### config.mk
export PLATFORM = sky130hd
export DESIGN_NAME = ysyx_220053_core_seq
export DESIGN_NICKNAME = d
export VERILOG_FILES = /design/src/rtl/ysyx_220053_pkg.sv /design/src/rtl/ysyx_220053_wdog.sv /design/src/rtl/ysyx_220053_core_seq.sv
export SDC_FILE = /design/constraint.sdc
export NUM_CORES = 1
export LEC_CHECK = 0
export CAP_MARGIN = 20
export CORE_MARGIN = 1.5
export CORE_UTILIZATION = 51
export CTS_CLUSTER_SIZE = 25
export DETAILED_ROUTE_END_ITERATION = 7
export HOLD_SLACK_MARGIN = 0.05
export PLACE_DENSITY = 0.83
export RECOVER_POWER = 50
export SLEW_MARGIN = 40
export SYNTH_ARGS = -nofsm -noshare
export SYNTH_HDL_FRONTEND = slang
export SYNTH_HIERARCHICAL = 1
export SYNTH_SLANG_ARGS = --single-unit
### constraint.sdc
create_clock -name clk -period 6.1 [get_ports clk]
set_clock_uncertainty 0.15 [all_clocks]
set_input_delay 1.83 -clock clk [delete_from_list [all_inputs] [get_ports clk]]
set_output_delay 1.83 -clock clk [all_outputs]
set_load 0.02 [all_outputs]
### src/rtl/ysyx_220053_pkg.sv
// ysyx_220053_pkg: sequencer state encoding and shared constants
package ysyx_220053_pkg;
  typedef enum logic [2:0] {
    S_RESET, S_FETCH, S_DECODE, S_EXEC, S_MEM, S_WB, S_HALT, S_ERR
  } state_e;
  localparam logic [63:0] RESET_PC_DEF = 64'h8000_0000;
  localparam logic [1:0]  MULOP_NONE   = 2'b00;
endpackage

### src/rtl/ysyx_220053_wdog.sv
// ysyx_220053_wdog: clearable bus-wait counter that flags when TIMEOUT waits have elapsed
module ysyx_220053_wdog #(
  parameter int unsigned TIMEOUT = 255,
  parameter int unsigned TO_W    = 8
) (
  input  logic clk,
  input  logic rst_n,
  input  logic clr_i,
  input  logic en_i,
  output logic expired_o
);
  logic [TO_W-1:0] cnt_q;
  assign expired_o = cnt_q == TO_W'(TIMEOUT);
  always_ff @(posedge clk or negedge rst_n) begin
    if (!rst_n) cnt_q <= '0;
    else if (clr_i) cnt_q <= '0;
    else if (en_i && !expired_o) cnt_q <= cnt_q + TO_W'(1);
  end
endmodule

### src/rtl/ysyx_220053_core_seq.sv
// ysyx_220053_core_seq: multi-cycle fetch/decode/exec/mem/wb sequencer owning PC and mcycle/minstret
module ysyx_220053_core_seq
  import ysyx_220053_pkg::*;
#(
  parameter logic [63:0] RESET_PC = RESET_PC_DEF,
  parameter int unsigned TIMEOUT  = 255,
  parameter int unsigned TO_W     = 8
) (
  input  logic        clk,
  input  logic        rst_n,
  output logic        ifu_req,
  input  logic        ifu_ack,
  output logic        ir_load,
  output logic [63:0] pc,
  input  logic [63:0] dnpc,
  input  logic        dec_wen,
  input  logic        dec_memrd,
  input  logic        dec_memwr,
  input  logic [1:0]  dec_mulop,
  input  logic        dec_csrwen,
  input  logic        dec_ecall,
  input  logic        dec_ebreak,
  output logic        mdu_start,
  input  logic        mdu_done,
  output logic        lsu_req,
  input  logic        lsu_ack,
  output logic        rf_wen,
  output logic        csr_wen,
  output logic        trap_wen,
  output logic        halt,
  output logic        bus_err,
  output logic [63:0] mcycle,
  output logic [63:0] minstret
);
  state_e      state_q, state_d;
  logic [63:0] pc_q, mcycle_q, minstret_q;
  logic        to_hit, in_fetch, in_mem, commit;
  assign in_fetch = state_q == S_FETCH;
  assign in_mem   = state_q == S_MEM;
  assign commit   = state_q == S_WB;
  always_comb begin
    state_d = state_q;
    case (state_q)
      S_RESET:  state_d = S_FETCH;
      S_FETCH:  state_d = ifu_ack ? S_DECODE : to_hit ? S_ERR : S_FETCH;
      S_DECODE: state_d = dec_ebreak                ? S_HALT :
                          dec_mulop != MULOP_NONE   ? S_EXEC :
                          (dec_memrd || dec_memwr)  ? S_MEM  : S_WB;
      S_EXEC:   state_d = mdu_done ? S_WB : S_EXEC;
      S_MEM:    state_d = lsu_ack ? S_WB : to_hit ? S_ERR : S_MEM;
      S_WB:     state_d = S_FETCH;
      default:  state_d = state_q;
    endcase
  end
  // Any state change restarts the wait count, so each bus phase gets a fresh budget.
  ysyx_220053_wdog #(.TIMEOUT(TIMEOUT), .TO_W(TO_W)) u_wdog (
    .clk       (clk),
    .rst_n     (rst_n),
    .clr_i     (state_d != state_q),
    .en_i      ((in_fetch && !ifu_ack) || (in_mem && !lsu_ack)),
    .expired_o (to_hit)
  );
  always_ff @(posedge clk or negedge rst_n) begin
    if (!rst_n) begin
      state_q    <= S_RESET;
      pc_q       <= RESET_PC;
      mcycle_q   <= '0;
      minstret_q <= '0;
    end else begin
      state_q <= state_d;
      if (commit) begin
        pc_q       <= dnpc & ~64'd1;
        minstret_q <= minstret_q + 64'd1;
      end
      if (!halt) mcycle_q <= mcycle_q + 64'd1;
    end
  end
  // Strobes decode the state register directly so reset forces them low at once.
  assign ifu_req   = in_fetch;
  assign ir_load   = in_fetch && ifu_ack;
  assign mdu_start = (state_q == S_DECODE) && !dec_ebreak && (dec_mulop != MULOP_NONE);
  assign lsu_req   = in_mem;
  assign rf_wen    = commit && dec_wen;
  assign csr_wen   = commit && dec_csrwen;
  assign trap_wen  = commit && dec_ecall;
  assign halt      = (state_q == S_HALT) || (state_q == S_ERR);
  assign bus_err   = state_q == S_ERR;
  assign pc        = pc_q;
  assign mcycle    = mcycle_q;
  assign minstret  = minstret_q;
endmodule

==> reports/results.ini, run 1 <==
[power]
power.leakage_nw = 5.67
ir_worst_vdd_mv = 0.280
cellPowerDensity_nw_per_um2 = 325
p_total_mw = 4.12

[placement]
hpwl_um = 17100
portBuffers = 275
gp_congestion = 0.835
post_dp_cell_area_um2 = 12100

[clock_tree]
clk_latency_ps = 500
cts_hold_buf = 0
clockRootBuffer = clkbuf_16
clock-sinks = 202
path_clk_slew_ps = 60
ctsResizeCount = 0
post_cts_buffers = 0
cts.htree.levels = 1
cts_made_buffers = 22
cts_tree = done
cts_buffer_depth = 3

[worst_setup_path]
path_class = primary input to output pin
crit_top_cell = clkdlybuf4s50_1
endpoint_kind = output pin
arrival_ps = 3220
r2r_setup_slack_ps = 1040
cp_max_fo = 5
critical_path.startpoint_type = primary input
slowest_stage = clkdlybuf4s50_1
cpPeakStageDelay_ps = 640
path_delay_family = buffers and inverters
worstPathCellList = clkdlybuf4s50_1, and2_1, clkdlybuf4s50_1
worstPathRequired_ps = 4120
cp_num_buf_inv = 2

[cells_and_area]
drive_above_1_share = 0.0462
antennaDiodeCount = 0
n_fill_cell = 1265
stdcell_area_um2 = 12700
final_util = 0.729
area_delta_synth_final_pct = 38.9
nNetsFinal = 1277

[global_route]
gr-total-overflow = 0
grt_pass1_vias = 7411
grt-busiest-layer = met2
antenna_found_initial = 0
grt_first_pass_wirelength_um = 38300
grtUsageMet1 = 0.342
grtUsageMet3 = 0.0400
grt_max_degree = 125
grt_usage = 0.256
use_met2 = 0.425

[synth]
syn_nets = 1001
synth_area_leaders = dfrtp_1, nand2_1, xnor2_1, xor2_1, nand3_1
yosysTopAreaCellShare = 0.550
async_flop_share = 1.00
synth_area_um2 = 9140
synth-edff-count = 0
syn_area_per_cell_um2 = 9.93
synth-seq-cells = 202
synth_flop_cell = dfrtp_1
synth_cells = 921
synth_top_cell_by_area = dfrtp_1
yosysMostFrequentCell = nand2_1
synthTopCellsByCount = nand2_1, dfrtp_1, xnor2_1
synth_cell_types = 56
synth_seq_area_share = 0.553
ys_warn_count = 6

[sta]
final_hold_viol_count = 0
fin_crit_sh = 0.853
tns_ps = 0
min_period_ps = 5200
setup_viol = 0
tightest_slew_ps = 3080
relSlewSlack = -1.06
maxSlewViolCount = 261
fmaxAchievable_ghz = 0.192
rsz0062_at_grt = no

[die]
dieArea_um2 = 18700
fp.dieH_um = 137
die_w_um = 137
start_util = 0.525
num_io_pins = 278
core_area_um2 = 17400
placementRows = 48

[drt]
num_vias = 7721
remaining_drc_errors = 0
drtIter0Drc = 529
wirelength_um = 23900
dr.pass1.iters = 5
avgViaCountPerCell = 5.38
ant_nets = 0
wire_per_inst_um = 16.6

[hold_path]
hp-class = flip-flop to flip-flop

[flow_run]
cap_viol_max_count = 4

[run_status]
violations = capacitance limit, slew limit
status = finished, violations left

[tightest hold or removal path: cells and delay by family (launching register included)]
| family | cells | cell delay [ps] |
|---|---|---|
| flip-flops | 1 | 370 |
| AND/OR/NAND/NOR | 2 | 100 |
[stage by stage]
step                      setup slack [ps]  instances  hold slack [ps]
after floorplan                       1580        921              342
after detailed placement               897       1398              307
after CTS                              886       1436              317
after global placement                 907       1398              299
after global routing                   705       1436              346
final                                  895       1436              310
[path summary, 6_finish.rpt]
kind                            startpoint      endpoint  depth (start not counted)
max in group asynchronous            rst_n  minstret[36]                          1
worst max register to register  state_q[1]  minstret[57]                          6
worst max-delay path               ifu_ack       ir_load                          3
worst min-delay path                pc[31]        pc[31]                          2
worst min register to register      pc[31]        pc[31]                          2
min in group asynchronous            rst_n        pc[38]                          1
[logic make-up after synthesis]
family                     share of synthesized area
and+or+nand+nor                                0.279
DFF                                            0.553
xor gates and xnor gates                       0.122
buffers and inverters                         0.0181
AOI/OAI and AO/OA                             0.0200
adders and majority gates                    0.00411
muxes                                        0.00397
other                                       0.000410
[state kept, by name, summed over array words and instances (netlist names)]
name	flops
state_q	3
u_wdog/cnt_q	8
mcycle	64
minstret	64
pc	63
[cell usage in the layout, fill, tap and decap left out, types with 15 or more instances in the layout]
| cell type | n |
|---|---|
| xnor2_1 | 70 |
| nor2_1 | 42 |
| inv_1 | 15 |
| nand4_1 | 36 |
| dfrtp_1 | 201 |
| and3_1 | 17 |
| nand3_1 | 56 |
| nor3_1 | 37 |
| clkbuf_16 | 23 |
| nor4_1 | 23 |
| clkdlybuf4s50_1 | 274 |
| nand2_1 | 253 |
| xor2_1 | 55 |
[area by class of cell]
type                    instances  area, um^2  share of cell area
clock buffers                  28         604              0.0476
clock inverters                10        85.1             0.00670
inverters                      15        56.3             0.00443
multi-input cells             678        3840               0.303
flip-flops and latches        202        5060               0.398
well taps                     225         282              0.0222
repair buffers                278        2780               0.219
[power by group]
part | internal (mW) | total (mW) | switching (mW)
sequential | 1.58 | 1.73 | 0.151
combinational | 0.538 | 1.13 | 0.590
clock | 0.743 | 1.27 | 0.523
[layer usage]
| layer | vias up | routed length (um) |
|---|---|---|
| li1 | 3656 | - |
| met1 | 3768 | 10100 |
| met2 | 243 | 11600 |
| met3 | 54 | 1410 |
| met4 | 0 | 784 |
| met5 | - | 0 |
No activity file was read; power rests on OpenSTA's default activity.
==> inputs of run 2 (changes only) <==
Settings changed: CORE_UTILIZATION 51 to 53, CTS_BUF_LIST set to sky130_fd_sc_hd__clkbuf_8, PLACE_DENSITY 0.83 to 0.86.
==> reports/results.ini, run 2 (synthesis results as in run 1) <==
[worst_setup_path]
worstReg2RegStart = state_q[2]
critical_path.startpoint_type = flip-flop
cp_num_buf_inv = 1
path_class = flip-flop to output pin
r2r_end = minstret[60]
slowest_stage = and3b_1
endpoint_kind = output pin
path_delay_family = simple AND/OR/NAND/NOR gates
setup.worst_path.start = state_q[2]
worstPathCellList = and3b_1, and2_1, clkdlybuf4s50_1
r2r_cells = 6
arrival_ps = 3380
cpPeakStageDelay_ps = 1290
path_depth = 3
crit_path_end = csr_wen
r2r_setup_slack_ps = 1180
worstPathRequired_ps = 4120
cp_max_fo = 43

[die]
start_util = 0.547
dieArea_um2 = 18000
placementRows = 47
core_area_um2 = 16700
num_io_pins = 278
die_w_um = 134
fp.dieH_um = 134

[sta]
tightest_slew_ps = 3030
fmaxAchievable_ghz = 0.187
setup_viol = 0
tns_ps = 0
maxSlewViolCount = 217
relSlewSlack = -1.02
min_period_ps = 5360
final_hold_viol_count = 0
rsz0062_at_grt = no
fin_crit_sh = 0.878

[global_route]
antenna_found_initial = 0
grt_first_pass_wirelength_um = 38800
grt_pass1_vias = 7619
grt_max_degree = 123
gr-total-overflow = 0
grt_usage = 0.267

[flow_run]
cap_viol_max_count = 3

[clock_tree]
clock-sinks = 202
clk_latency_ps = 530
clockRootBuffer = clkbuf_8
post_cts_buffers = 0
cts.htree.levels = 2
path_clk_slew_ps = 60
cts_tree = done
ctsResizeCount = 0
cts_made_buffers = 35
cts_hold_buf = 0
cts_buffer_depth = 3

[placement]
gp_congestion = 0.876
hpwl_um = 16800
post_dp_cell_area_um2 = 12100
portBuffers = 275

[drt]
avgViaCountPerCell = 5.37
drtIter0Drc = 545
ant_nets = 0
dr.pass1.iters = 4
remaining_drc_errors = 0
wire_per_inst_um = 16.4
wirelength_um = 23900
num_vias = 7808

[power]
power.leakage_nw = 5.74
p_sw_mw = 1.29
cellPowerDensity_nw_per_um2 = 320
p_total_mw = 4.06
power.share.clock = 0.296
power_switching_share = 0.317
ir_worst_vdd_mv = 0.265
p_int_mw = 2.77
pwr-share-comb = 0.277
p_seq_frac = 0.427

[cells_and_area]
stdcell_area_um2 = 12700
antennaDiodeCount = 0
area_delta_synth_final_pct = 38.7
layout_commonest_cell = clkdlybuf4s50_1
drive_above_1_share = 0.0567
nNetsFinal = 1291
final_cell_mix = clkdlybuf4s50_1, nand2_1, dfrtp_1

[run_status]
status = finished, violations left
violations = capacitance limit, slew limit

[hold_path]
hp-class = flip-flop to flip-flop

## run 2: cell count changes in the layout (fill, tap and decap cells not counted), sizes merged
cell           before  now
buf                 1    0
bufinv              1    0
clkdlybuf4s50     274  266
clkinv              8    2
inv                15   27
clkbuf             31   50
dlygate4sd3         0    8
## run 2: worst min-delay path by stage
stage                             from      endpoint  cells past startpoint
after detailed placement        pc[50]        pc[50]                      2
after global placement          pc[31]        pc[31]                      2
after CTS                 minstret[63]  minstret[63]                      1
after floorplan                 pc[31]        pc[31]                      2
final                           pc[31]        pc[31]                      2
after global routing      minstret[63]  minstret[63]                      1
## run 2: power by group through the flow
stage | Clock [mW] | Sequential, mW | Combinational (mW)
after floorplan | 0 | 2.02 | 0.228
after global routing | 1.29 | 1.77 | 1.20
after CTS | 1.22 | 1.73 | 1.14
after global placement | 0 | 1.74 | 1.10
after detailed placement | 0 | 1.75 | 1.13
final | 1.20 | 1.73 | 1.13
## run 2: through the flow
stage,setup slack (ps),hold WS (ps),cells,utilization
final,744,320,1454,0.760
after global routing,549,335,1454,0.760
after CTS,891,325,1453,0.765
after detailed placement,891,311,1393,0.725
after global placement,920,298,1393,0.724
after floorplan,1580,342,921,-
## run 2: final cells by class
type,instances,area (um^2)
fillers,1138,4020
inverters,15,56.3
clock buffers,45,619
flip-flops and latches,202,5060
repair buffers,279,2770
well taps,220,275
clock inverters,15,62.6
multi-input cells,678,3850
## run 2: tightest hold or removal path, delay by kind of cell, from the launching register on
family | cells | cell delay [ps]
flops | 1 | 370
simple gates | 2 | 100
## run 2: layer usage
metal,wire length (um),up-vias,track usage
met5,0,-,0
met4,885,0,0.119
met3,1280,65,0.0484
met2,11600,279,0.433
met1,10100,3781,0.351
li1,-,3683,-
==> inputs of run 3 (changes only) <==
Settings changed: CELL_PAD_IN_SITES_DETAIL_PLACEMENT set to 2, CELL_PAD_IN_SITES_GLOBAL_PLACEMENT set to 2, CORE_UTILIZATION 53 to 32, PLACE_DENSITY 0.86 to not set, PLACE_DENSITY_LB_ADDON set to 0.1, SETUP_SLACK_MARGIN set to 0.2.
==> reports/results.ini, run 3 (synthesis results as in run 1) <==
[clock_tree]
clockRootBuffer = clkbuf_8
cts.htree.levels = 2
ctsResizeCount = 0
cts_buffer_depth = 3
post_cts_buffers = 0
clock-sinks = 202
clk_latency_ps = 520
cts_made_buffers = 39
cts_tree = done
cts_hold_buf = 0
path_clk_slew_ps = 50

[global_route]
gr-total-overflow = 0
grt_first_pass_wirelength_um = 48400
grt_max_degree = 104
grt_pass1_vias = 8672
grt_usage = 0.208
antenna_found_initial = 0

[power]
ir_worst_vdd_mv = 0.144
p_sw_mw = 1.35
p_int_mw = 2.75
power.leakage_nw = 5.77
cellPowerDensity_nw_per_um2 = 318
pwr-share-comb = 0.279
power_switching_share = 0.329
power.share.clock = 0.295
p_total_mw = 4.09
p_seq_frac = 0.426

[drt]
avgViaCountPerCell = 4.91
wirelength_um = 30300
dr.pass1.iters = 4
wire_per_inst_um = 18.7
remaining_drc_errors = 0
ant_nets = 0
num_vias = 7957
drtIter0Drc = 244

[die]
placementRows = 61
core_area_um2 = 27900
die_w_um = 172
start_util = 0.327
fp.dieH_um = 172
num_io_pins = 278
dieArea_um2 = 29600

[sta]
tns_ps = 0
fmaxAchievable_ghz = 0.188
fin_crit_sh = 0.872
min_period_ps = 5320
rsz0062_at_grt = no
tightest_slew_ps = 3000
relSlewSlack = -1.00
maxSlewViolCount = 179
setup_viol = 0
final_hold_viol_count = 0

[placement]
portBuffers = 275
gp_congestion = 0.761
hpwl_um = 21800

[worst_setup_path]
critical_path.startpoint_type = primary input
worstPathRequired_ps = 4120
path_class = primary input to output pin
arrival_ps = 3340
endpoint_kind = output pin
cp_max_fo = 4

[cells_and_area]
drive_above_1_share = 0.0556
layout_commonest_cell = clkdlybuf4s50_1
n_fill_cell = 3016
nNetsFinal = 1296
final_cell_mix = clkdlybuf4s50_1, nand2_1, dfrtp_1
antennaDiodeCount = 0
final_util = 0.461
area_delta_synth_final_pct = 41.0

[hold_path]
hp-class = flip-flop to flip-flop

[flow_run]
cap_viol_max_count = 3

[run_status]
violations = capacitance limit, slew limit
status = finished, violations left

==> run 3: changes by cell type in the layout (fill, tap and decap cells not counted), moves of 2 or more <==
cell,change
clkbuf_2,-2
buf_4,+2
inv_1,+9
clkdlybuf4s50_1,+8
clkbuf_8,-3
dlygate4sd3_1,-8
==> run 3: area by class of cell <==
cell class	instances	area (um^2)	share of cell area
clock buffers	42	578	0.0448
repair buffers	280	2790	0.216
inverters	15	56.3	0.00437
clock inverters	25	101	0.00786
flip-flops and latches	202	5060	0.392
well taps	378	473	0.0367
multi-input cells	678	3840	0.298
==> run 3: per-stage QoR <==
stage	hold WS, ps	setup WS, ps	cells	area, um^2
final	321	783	1620	12900
after global routing	345	674	1620	12900
after CTS	328	754	1620	13000
after detailed placement	314	776	1553	12300
after global placement	297	814	1552	12300
after floorplan	342	1580	921	9140
==> run 3: critical path, cell delays in order <==
cell and delay [ps]:
clkdlybuf4s50_1 490, nor4_1 330, clkdlybuf4s50_1 680
==> run 3: power groups by stage <==
stage,clock [mW],sequential [mW],combinational (mW)
CTS,1.26,1.75,1.17
global placement,0,1.75,1.13
global route,1.31,1.78,1.23
detailed placement,0,1.77,1.16
finish,1.21,1.75,1.14
floorplan,0,2.02,0.228
==> run 3: path summary, 6_finish.rpt <==
path,startpoint,to,slack (ps),depth (start not counted)
max reg2reg,state_q[2],minstret[57],2140,5
min,pc[25],pc[25],320,2
max in group asynchronous,rst_n,pc[42],1710,2
min in group asynchronous,rst_n,pc[28],2010,1
min reg2reg,pc[25],pc[25],320,2
max,dec_ebreak,mdu_start,780,3
==> run 3: layer usage <==
metal	share of wire	up-vias	GRT usage
li1	-	3682	-
met1	0.42	4019	0.259
met2	0.49	211	0.359
met3	0.065	45	0.0542
met4	0.019	0	0.0518
met5	0	-	0
